File: src/rtl/game_pkg.sv
// Shared types and helpers for the game-flow controller.
package game_pkg;

  typedef enum logic [2:0] {
    ST_IDLE,
    ST_PLAYING,
    ST_HIT_PAUSE,
    ST_WIN,
    ST_LOSE
  } game_state_t;

  localparam logic [15:0] SCORE_MAX = 16'h9990;

  // Adds ten points to a four-digit BCD score; the units digit is always 0.
  function automatic logic [15:0] bcd_add10(input logic [15:0] s);
    logic [3:0] d3;
    logic [3:0] d2;
    logic [3:0] d1;
    d3 = s[15:12];
    d2 = s[11:8];
    d1 = s[7:4];
    if (s >= SCORE_MAX) begin
      return SCORE_MAX;
    end
    if (d1 == 4'd9) begin
      d1 = 4'd0;
      if (d2 == 4'd9) begin
        d2 = 4'd0;
        d3 = d3 + 4'd1;
      end else begin
        d2 = d2 + 4'd1;
      end
    end else begin
      d1 = d1 + 4'd1;
    end
    return {d3, d2, d1, 4'h0};
  endfunction

endpackage

File: src/rtl/game_outcome_fsm_btn_sync_edge.sv
// Two-flop synchronizer for an asynchronous button, followed by a rising-edge pulse.
module btn_sync_edge (
  input  logic clk,
  input  logic rst,
  input  logic btn_async,
  output logic pulse
);

  logic sync1_q;
  logic sync2_q;
  logic prev_q;

  always_ff @(posedge clk or posedge rst) begin
    if (rst) begin
      sync1_q <= 1'b0;
      sync2_q <= 1'b0;
      prev_q  <= 1'b0;
    end else begin
      sync1_q <= btn_async;
      sync2_q <= sync1_q;
      prev_q  <= sync2_q;
    end
  end

  assign pulse = sync2_q & ~prev_q;

endmodule

File: src/rtl/game_outcome_fsm.sv
// Round sequencer: alien/life/score bookkeeping and win/lose banner timing.
//   state        | meaning
//   ST_IDLE      | waiting for start, last score shown
//   ST_PLAYING   | round in progress
//   ST_HIT_PAUSE | player hit, sprites frozen for PAUSE_FRAMES
//   ST_WIN       | all aliens destroyed, winner banner for BANNER_FRAMES
//   ST_LOSE      | lives gone or aliens landed, loser banner for BANNER_FRAMES
module game_outcome_fsm
  import game_pkg::*;
#(
  parameter int NUM_ALIENS    = 55,
  parameter int NUM_LIVES     = 3,
  parameter int PAUSE_FRAMES  = 60,
  parameter int BANNER_FRAMES = 600
) (
  input  logic        clk,
  input  logic        rst,
  input  logic        start_btn,
  input  logic        frame_tick,
  input  logic        alien_hit,
  input  logic        player_hit,
  input  logic        invaders_landed,
  output logic        winner,
  output logic        loser,
  output logic        playing,
  output logic        freeze,
  output logic [1:0]  lives_left,
  output logic [5:0]  aliens_left,
  output logic [15:0] score
);

  localparam int FRAME_MAX = (PAUSE_FRAMES > BANNER_FRAMES) ? PAUSE_FRAMES : BANNER_FRAMES;
  localparam int FW        = $clog2(FRAME_MAX + 1);

  localparam logic [FW-1:0] PAUSE_LAST  = FW'(PAUSE_FRAMES - 1);
  localparam logic [FW-1:0] BANNER_LAST = FW'(BANNER_FRAMES - 1);
  localparam logic [5:0]    ALIENS_INIT = 6'(NUM_ALIENS);
  localparam logic [1:0]    LIVES_INIT  = 2'(NUM_LIVES);

  logic start_pulse;

  btn_sync_edge u_start_sync (
    .clk       (clk),
    .rst       (rst),
    .btn_async (start_btn),
    .pulse     (start_pulse)
  );

  game_state_t   state_q, state_d;
  logic [FW-1:0] frame_cnt_q, frame_cnt_d;
  logic [1:0]    lives_q, lives_d;
  logic [5:0]    aliens_q, aliens_d;
  logic [15:0]   score_q, score_d;
  logic          winner_q, winner_d;
  logic          loser_q, loser_d;
  logic          playing_q, playing_d;
  logic          freeze_q, freeze_d;

  always_comb begin
    state_d     = state_q;
    frame_cnt_d = frame_cnt_q;
    lives_d     = lives_q;
    aliens_d    = aliens_q;
    score_d     = score_q;

    case (state_q)
      ST_IDLE: begin
        if (start_pulse) begin
          lives_d  = LIVES_INIT;
          aliens_d = ALIENS_INIT;
          score_d  = 16'h0000;
          state_d  = ST_PLAYING;
        end
      end
      ST_PLAYING: begin
        if (invaders_landed) begin
          state_d = ST_LOSE;
        end else begin
          if (alien_hit) begin
            if (aliens_q != 6'd0) aliens_d = aliens_q - 6'd1;
            score_d = bcd_add10(score_q);
          end
          // Clearing the last alien wins even if the player is struck in the same cycle.
          if (alien_hit && aliens_q == 6'd1) begin
            state_d = ST_WIN;
          end else if (player_hit) begin
            if (lives_q <= 2'd1) begin
              lives_d = 2'd0;
              state_d = ST_LOSE;
            end else begin
              lives_d = lives_q - 2'd1;
              state_d = ST_HIT_PAUSE;
            end
          end
        end
      end
      ST_HIT_PAUSE: begin
        if (invaders_landed) begin
          state_d = ST_LOSE;
        end else if (frame_tick) begin
          if (frame_cnt_q == PAUSE_LAST) state_d = ST_PLAYING;
          else frame_cnt_d = frame_cnt_q + FW'(1);
        end
      end
      ST_WIN, ST_LOSE: begin
        if (frame_tick) begin
          if (frame_cnt_q == BANNER_LAST) state_d = ST_IDLE;
          else frame_cnt_d = frame_cnt_q + FW'(1);
        end
      end
      default: state_d = ST_IDLE;
    endcase

    if (state_d != state_q) frame_cnt_d = '0;

    winner_d  = (state_d == ST_WIN);
    loser_d   = (state_d == ST_LOSE);
    playing_d = (state_d == ST_PLAYING) || (state_d == ST_HIT_PAUSE);
    freeze_d  = (state_d == ST_HIT_PAUSE);
  end

  always_ff @(posedge clk or posedge rst) begin
    if (rst) begin
      state_q     <= ST_IDLE;
      frame_cnt_q <= '0;
      lives_q     <= LIVES_INIT;
      aliens_q    <= ALIENS_INIT;
      score_q     <= 16'h0000;
      winner_q    <= 1'b0;
      loser_q     <= 1'b0;
      playing_q   <= 1'b0;
      freeze_q    <= 1'b0;
    end else begin
      state_q     <= state_d;
      frame_cnt_q <= frame_cnt_d;
      lives_q     <= lives_d;
      aliens_q    <= aliens_d;
      score_q     <= score_d;
      winner_q    <= winner_d;
      loser_q     <= loser_d;
      playing_q   <= playing_d;
      freeze_q    <= freeze_d;
    end
  end

  assign winner      = winner_q;
  assign loser       = loser_q;
  assign playing     = playing_q;
  assign freeze      = freeze_q;
  assign lives_left  = lives_q;
  assign aliens_left = aliens_q;
  assign score       = score_q;

endmodule

File: config.mk
export PLATFORM = sky130hd
export DESIGN_NAME = game_outcome_fsm
export DESIGN_NICKNAME = d
export VERILOG_FILES = /design/src/rtl/game_pkg.sv /design/src/rtl/game_outcome_fsm_btn_sync_edge.sv /design/src/rtl/game_outcome_fsm.sv
export SDC_FILE = /design/constraint.sdc
export NUM_CORES = 1
export LEC_CHECK = 0
export CAP_MARGIN = 20
export CORE_UTILIZATION = 50
export CTS_CLUSTER_SIZE = 14
export DETAILED_ROUTE_END_ITERATION = 8
export MAX_ROUTING_LAYER = met4
export PLACE_DENSITY = 0.72
export SYNTH_ARGS = -nofsm -noshare
export SYNTH_HDL_FRONTEND = slang
export SYNTH_SLANG_ARGS = --single-unit
File: constraint.sdc
create_clock -name clk -period 2.75 [get_ports clk]
set_input_delay 0.4125 -clock clk [delete_from_list [all_inputs] [get_ports clk]]
set_output_delay 0.4125 -clock clk [all_outputs]
set_load 0.01 [all_outputs]
Word-level counts from Yosys, hierarchy flattened
Cells that the tools add are included.
- output and inout bits: 28
- word-level logic and storage cells: 108
- input port bits: 7
- bits in registers: 44
- multiplexer cells: 44
- $add $sub $neg: 6
- bitwise logic cells: 2
- reductions and logical operators: 13
- $lt $le $gt $ge: 2
- equality and inequality tests: 27
- operators with widths (kind ; number):
    $mux 16 ; 5
    $mux 10 ; 6
    $pmux 16 s2 ; 1
    $mux 3 ; 10
    $mux 6 ; 4
    $ne 3x3->1 const B ; 7
    $mux 4 ; 5
    $pmux 10 s2 ; 1
    $ge 16x16->1 const B ; 1
    $reduce_and 5->1 ; 3
    $add 4x1->4 const B ; 3
    $eq 3x2->1 const B ; 4
    $ne 2x2->1 const B ; 6
    $pmux 3 s4 ; 1
    $pmux 6 s2 ; 1
    $reduce_and 6->1 ; 2
    $add 10x1->10 const B ; 1
    $eq 10x10->1 const B ; 1
    $eq 10x6->1 const B ; 1
    $mux 2 ; 5
    $eq 4x4->1 const B ; 2
    $eq 3x1->1 const B ; 2
    $eq 3x3->1 const B ; 2
    $eq 6x1->1 const B ; 1
    16 further kinds ; 19

Logic depth before layout (Yosys ltp)
- word-level depth: 9
- mapped depth: 7
- depth with buffers taken out: 7

By module
Synthesis repeated with hierarchy kept, for this count alone.
- cells, all modules: 254
- area, all modules: 2467.4 µm²
- by module, submodules not included (module ; instances ; cells each ; seq. area each (µm²) ; area an instance (µm²)):
    game_outcome_fsm ; 1 ; 249 ; 934.6 ; 2374.8
    btn_sync_edge ; 1 ; 5 ; 75.1 ; 92.6

Least setup slack after synthesis
No wires, ideal clock.
- kind: reg-to-reg
- start: reg state_q[2]
- end: reg score_q[12], in the netlist score[12]
- buffers on the path: 1
- library setup time: 0.128 ns
- stages on the path, launching flop included: 7
- path slack: 0.722 ns
- period minus slack after synthesis: 2.028 ns
- arrival time: 1.901 ns
- cell sequence: dfrtp_1 buf_6 or4b_4 nor2_1 a21oi_1 nor2_1 mux2_1
- longest elaborated chain between the ends: 3
- elaborated cells between the ends (all ways): 10
- classes of those cells: eq/ne (6); mux (1); reduce/logical (3)
- RTL lines (item ; RTL line ; text):
    from (decl) ; game_outcome_fsm.sv:49 ; game_state_t state_q, state_d;
    from (signal assigned) ; game_outcome_fsm.sv:134 ; state_q <= state_d;
    $eq 3x1->1 or $logic_not 3->1 (tied branches) ; game_outcome_fsm.sv:66 ; case (state_q)
    $ne 3x3->1 (no source line), or another cell as far along ; -- ;
    $reduce_and 6->1 (no source line) ; -- ;
    to (signal assigned) ; game_outcome_fsm.sv:138 ; score_q <= score_d;
    to (decl) ; game_outcome_fsm.sv:53 ; logic [15:0] score_q, score_d;
Several ways; a longest one is shown, not always the timed one.
A chain may end at the register's enable or synchronous reset.

Final worst setup path
- start: reg state_q[1]
- end: reg frame_cnt_q[9]
- longest elaborated chain between the ends: 7
- elaborated cells between the ends (all ways): 26
- classes of those cells: eq/ne (10); mux (12); reduce/logical (4)
- RTL lines (item ; RTL line ; text):
    $mux 3 (on tied branches) ; game_outcome_fsm.sv:101, game_outcome_fsm.sv:86 ;
    $mux 3 (on tied branches) ; game_outcome_fsm.sv:100, game_outcome_fsm.sv:84 ;
    $mux 3 (on tied branches) ; game_outcome_fsm.sv:98, game_outcome_fsm.sv:76 ;
    $pmux 3 s4 ; game_outcome_fsm.sv:66 ;
    $ne 3x3->1 ; game_outcome_fsm.sv:114 ; if (state_d != state_q) frame_cnt_d = '0;
    $ne 3x3->1 (no source line) or $reduce_bool 3->1 (tied branches) ; -- ;
    $reduce_and 6->1 (no source line) ; -- ;
    to (signal assigned) ; game_outcome_fsm.sv:135 ; frame_cnt_q <= frame_cnt_d;
    to (decl) ; game_outcome_fsm.sv:50 ; logic [FW-1:0] frame_cnt_q, frame_cnt_d;
Several ways; a longest one is shown, not always the timed one.

==> flow_summary.json <==
{
  "netlist_area_um2": 2370,
  "port_buffers": 30,
  "ir_drop_v": 0.000360,
  "violations": "DRC",
  "final_common_cell": "dfrtp_1",
  "cts.htree.levels": 2,
  "ys.flop_type": "dfrtp_1",
  "pre_cts_ws_ps": 226,
  "cts_resized": 0,
  "max_slew_margin_pct": 53.3,
  "yosysSeqAreaShare_pct": 42.6,
  "pwr_density_cell_nw_per_um2": 607,
  "worstMarginPinSlew_ps": 700,
  "cts_sinks": 40,
  "critical_path.max_fanout": 18,
  "p_leak_nw": 1.14,
  "required_ps": 2960,
  "tns_ps": 0,
  "num_antenna_cells": 0,
  "final_area_um2": 2820,
  "synthCells": 247,
  "area_growth_pct": 18.9,
  "nets": 297,
  "synth-seq-cells": 40,
  "whs_ps": 355,
  "reg2reg_depth": 5,
  "routed_wl_um": 5220,
  "synth_warnings": 0,
  "firstDrtPassIters": 7,
  "grt_max_degree": 41,
  "cts_made_buffers": 5,
  "num_io_pins": 35,
  "fin_crit_sh_pct": 85.7,
  "clk_root_buffer_cell": "clkbuf_8",
  "setup_slack_ps": 393,
  "drive_gt1_share_pct": 11.6,
  "status": "complete, but fails checks",
  "utilization_pct": 63.5,
  "grt_pass1_vias": 1934,
  "placedCellCount": 329,
  "fill_cells": 381,
  "wire_per_inst_um": 15.5,
  "synth-edff-count": 0,
  "cts_tree": "built",
  "worstHoldPathCells": 0,
  "critPathKind": "reg -> reg",
  "place_area_um2": 2730,
  "clk_latency_ps": 290,
  "max_freq_mhz": 424,
  "grt_usage_pct": 23.8,
  "clk_path_buf_depth": 2,
  "rows": 24,
  "drc": 8,
  "instances_no_fill": 337,
  "start_util_pct": 53.4,
  "critPathArrivalTime_ps": 2560,
  "yosysUniqueCellTypes": 59,
  "place_congestion": 0.895,
  "fp.dieW_um": 70.9,
  "avgSynthCellArea_um2": 9.60,
  "setup_viol": 0,
  "end_kind": "flip-flop",
  "finalHoldViolCount": 0,
  "path_clk_slew_ps": 80,
  "drv_slew": 0,
  "vias_per_cell": 6.13,
  "die_h_um": 70.9,
  "postCtsHoldBufs": 0,
  "worst_setup_path_start_kind": "flip-flop",
  "grt-ovfl-total": 0,
  "rsz0062_at_grt": "no",
  "drtIter0Drc": 201,
  "worstHoldPathType": "reg -> reg",
  "antenna_found_initial": 0,
  "fin_crit_ps": 2360,
  "post-dp-hpwl_um": 3660,
  "vias": 2066,
  "skew_ps": 5.03,
  "grt_pass1_wl_um": 9250,
  "die_area_um2": 5020,
  "core_area_um2": 4440,
  "post_cts_buffers": 0,
  "async_reset_ff_share_pct": 100,
  "antenna_left": 0,
  "total_power_mw": 1.71,
  "final_cell_mix": "dfrtp_1 (33), clkdlybuf4s50_1 (30), o21ai_0 (18)",
  "maxCapViolCount": 0
}
==> where the power goes <==
part,internal (mW),switching [mW],total (mW)
Clock,0.200,0.196,0.396
Sequential,0.683,0.106,0.790
Combinational,0.250,0.279,0.528
Total,1.13,0.581,1.71
==> synthesized netlist by cell type (all sizes together), types with 7 or more instances <==
cell type	count	area, µm²
dfrtp	33	826
o21ai	19	95.1
nand2	16	62.6
inv	14	52.6
nor2	13	48.8
a21oi	12	60.1
nand3	11	60.1
a211oi	10	85.1
buf	9	72.6
dfstp	7	184
==> sequential cells by signal (all words and copies together) (netlist names) <==
register	flops
u_start_sync.sync1_q	1
winner	1
lives_left	2
freeze	1
u_start_sync.prev_q	1
u_start_sync.sync2_q	1
loser	1
playing	1
aliens_left	6
frame_cnt_q	10
score	12
state_q	3
==> cells by family after synthesis <==
kind of cell               share of synthesized area [%]
and+or+nand+nor                                     23.4
AOI/OAI and AO/OA                                   21.9
other                                              0.158
adders and majority gates                           3.16
DFF                                                 42.6
muxes                                               1.74
xor gates and xnor gates                            1.48
buffers and inverters                               5.59
==> layer usage <==
layer,up-vias,share of wire [%],global-route usage [%]
li1,1005,-,-
met1,1012,50,33.2
met2,47,46,35.1
met3,2,3.7,5.56
met4,0,0.44,6.44
met5,-,0,-
==> cell type report <==
| cell class | count | area (µm²) | share of cell area, % |
|---|---|---|---|
| clock buffers | 6 | 82.6 | 2.93 |
| clock inverters | 2 | 10.0 | 0.355 |
| inverters | 14 | 52.6 | 1.86 |
| multi-input cells | 185 | 1240 | 44.0 |
| flip-flops and latches | 40 | 1010 | 35.8 |
| well taps | 52 | 65.1 | 2.31 |
| repair buffers | 38 | 360 | 12.8 |
==> worst paths after layout <==
kind                                      start              endpoint  slack (ps)
min                        u_start_sync.sync1_q  u_start_sync.sync2_q         360
max                                  state_q[1]        frame_cnt_q[9]         390
max reg2reg                          state_q[1]        frame_cnt_q[9]         390
min reg2reg                u_start_sync.sync1_q  u_start_sync.sync2_q         360
min in group asynchronous                   rst        frame_cnt_q[2]         540
max in group asynchronous                   rst         lives_left[0]        1840
==> critical path: stages (launching register included) <==
cell and delay, ps:
dfrtp_1 520, or3b_1 420, a31oi_1 190, o221ai_2 320, or4_1 610, a211oi_2 230
Note: power is estimated with default switching activity, not from simulation.
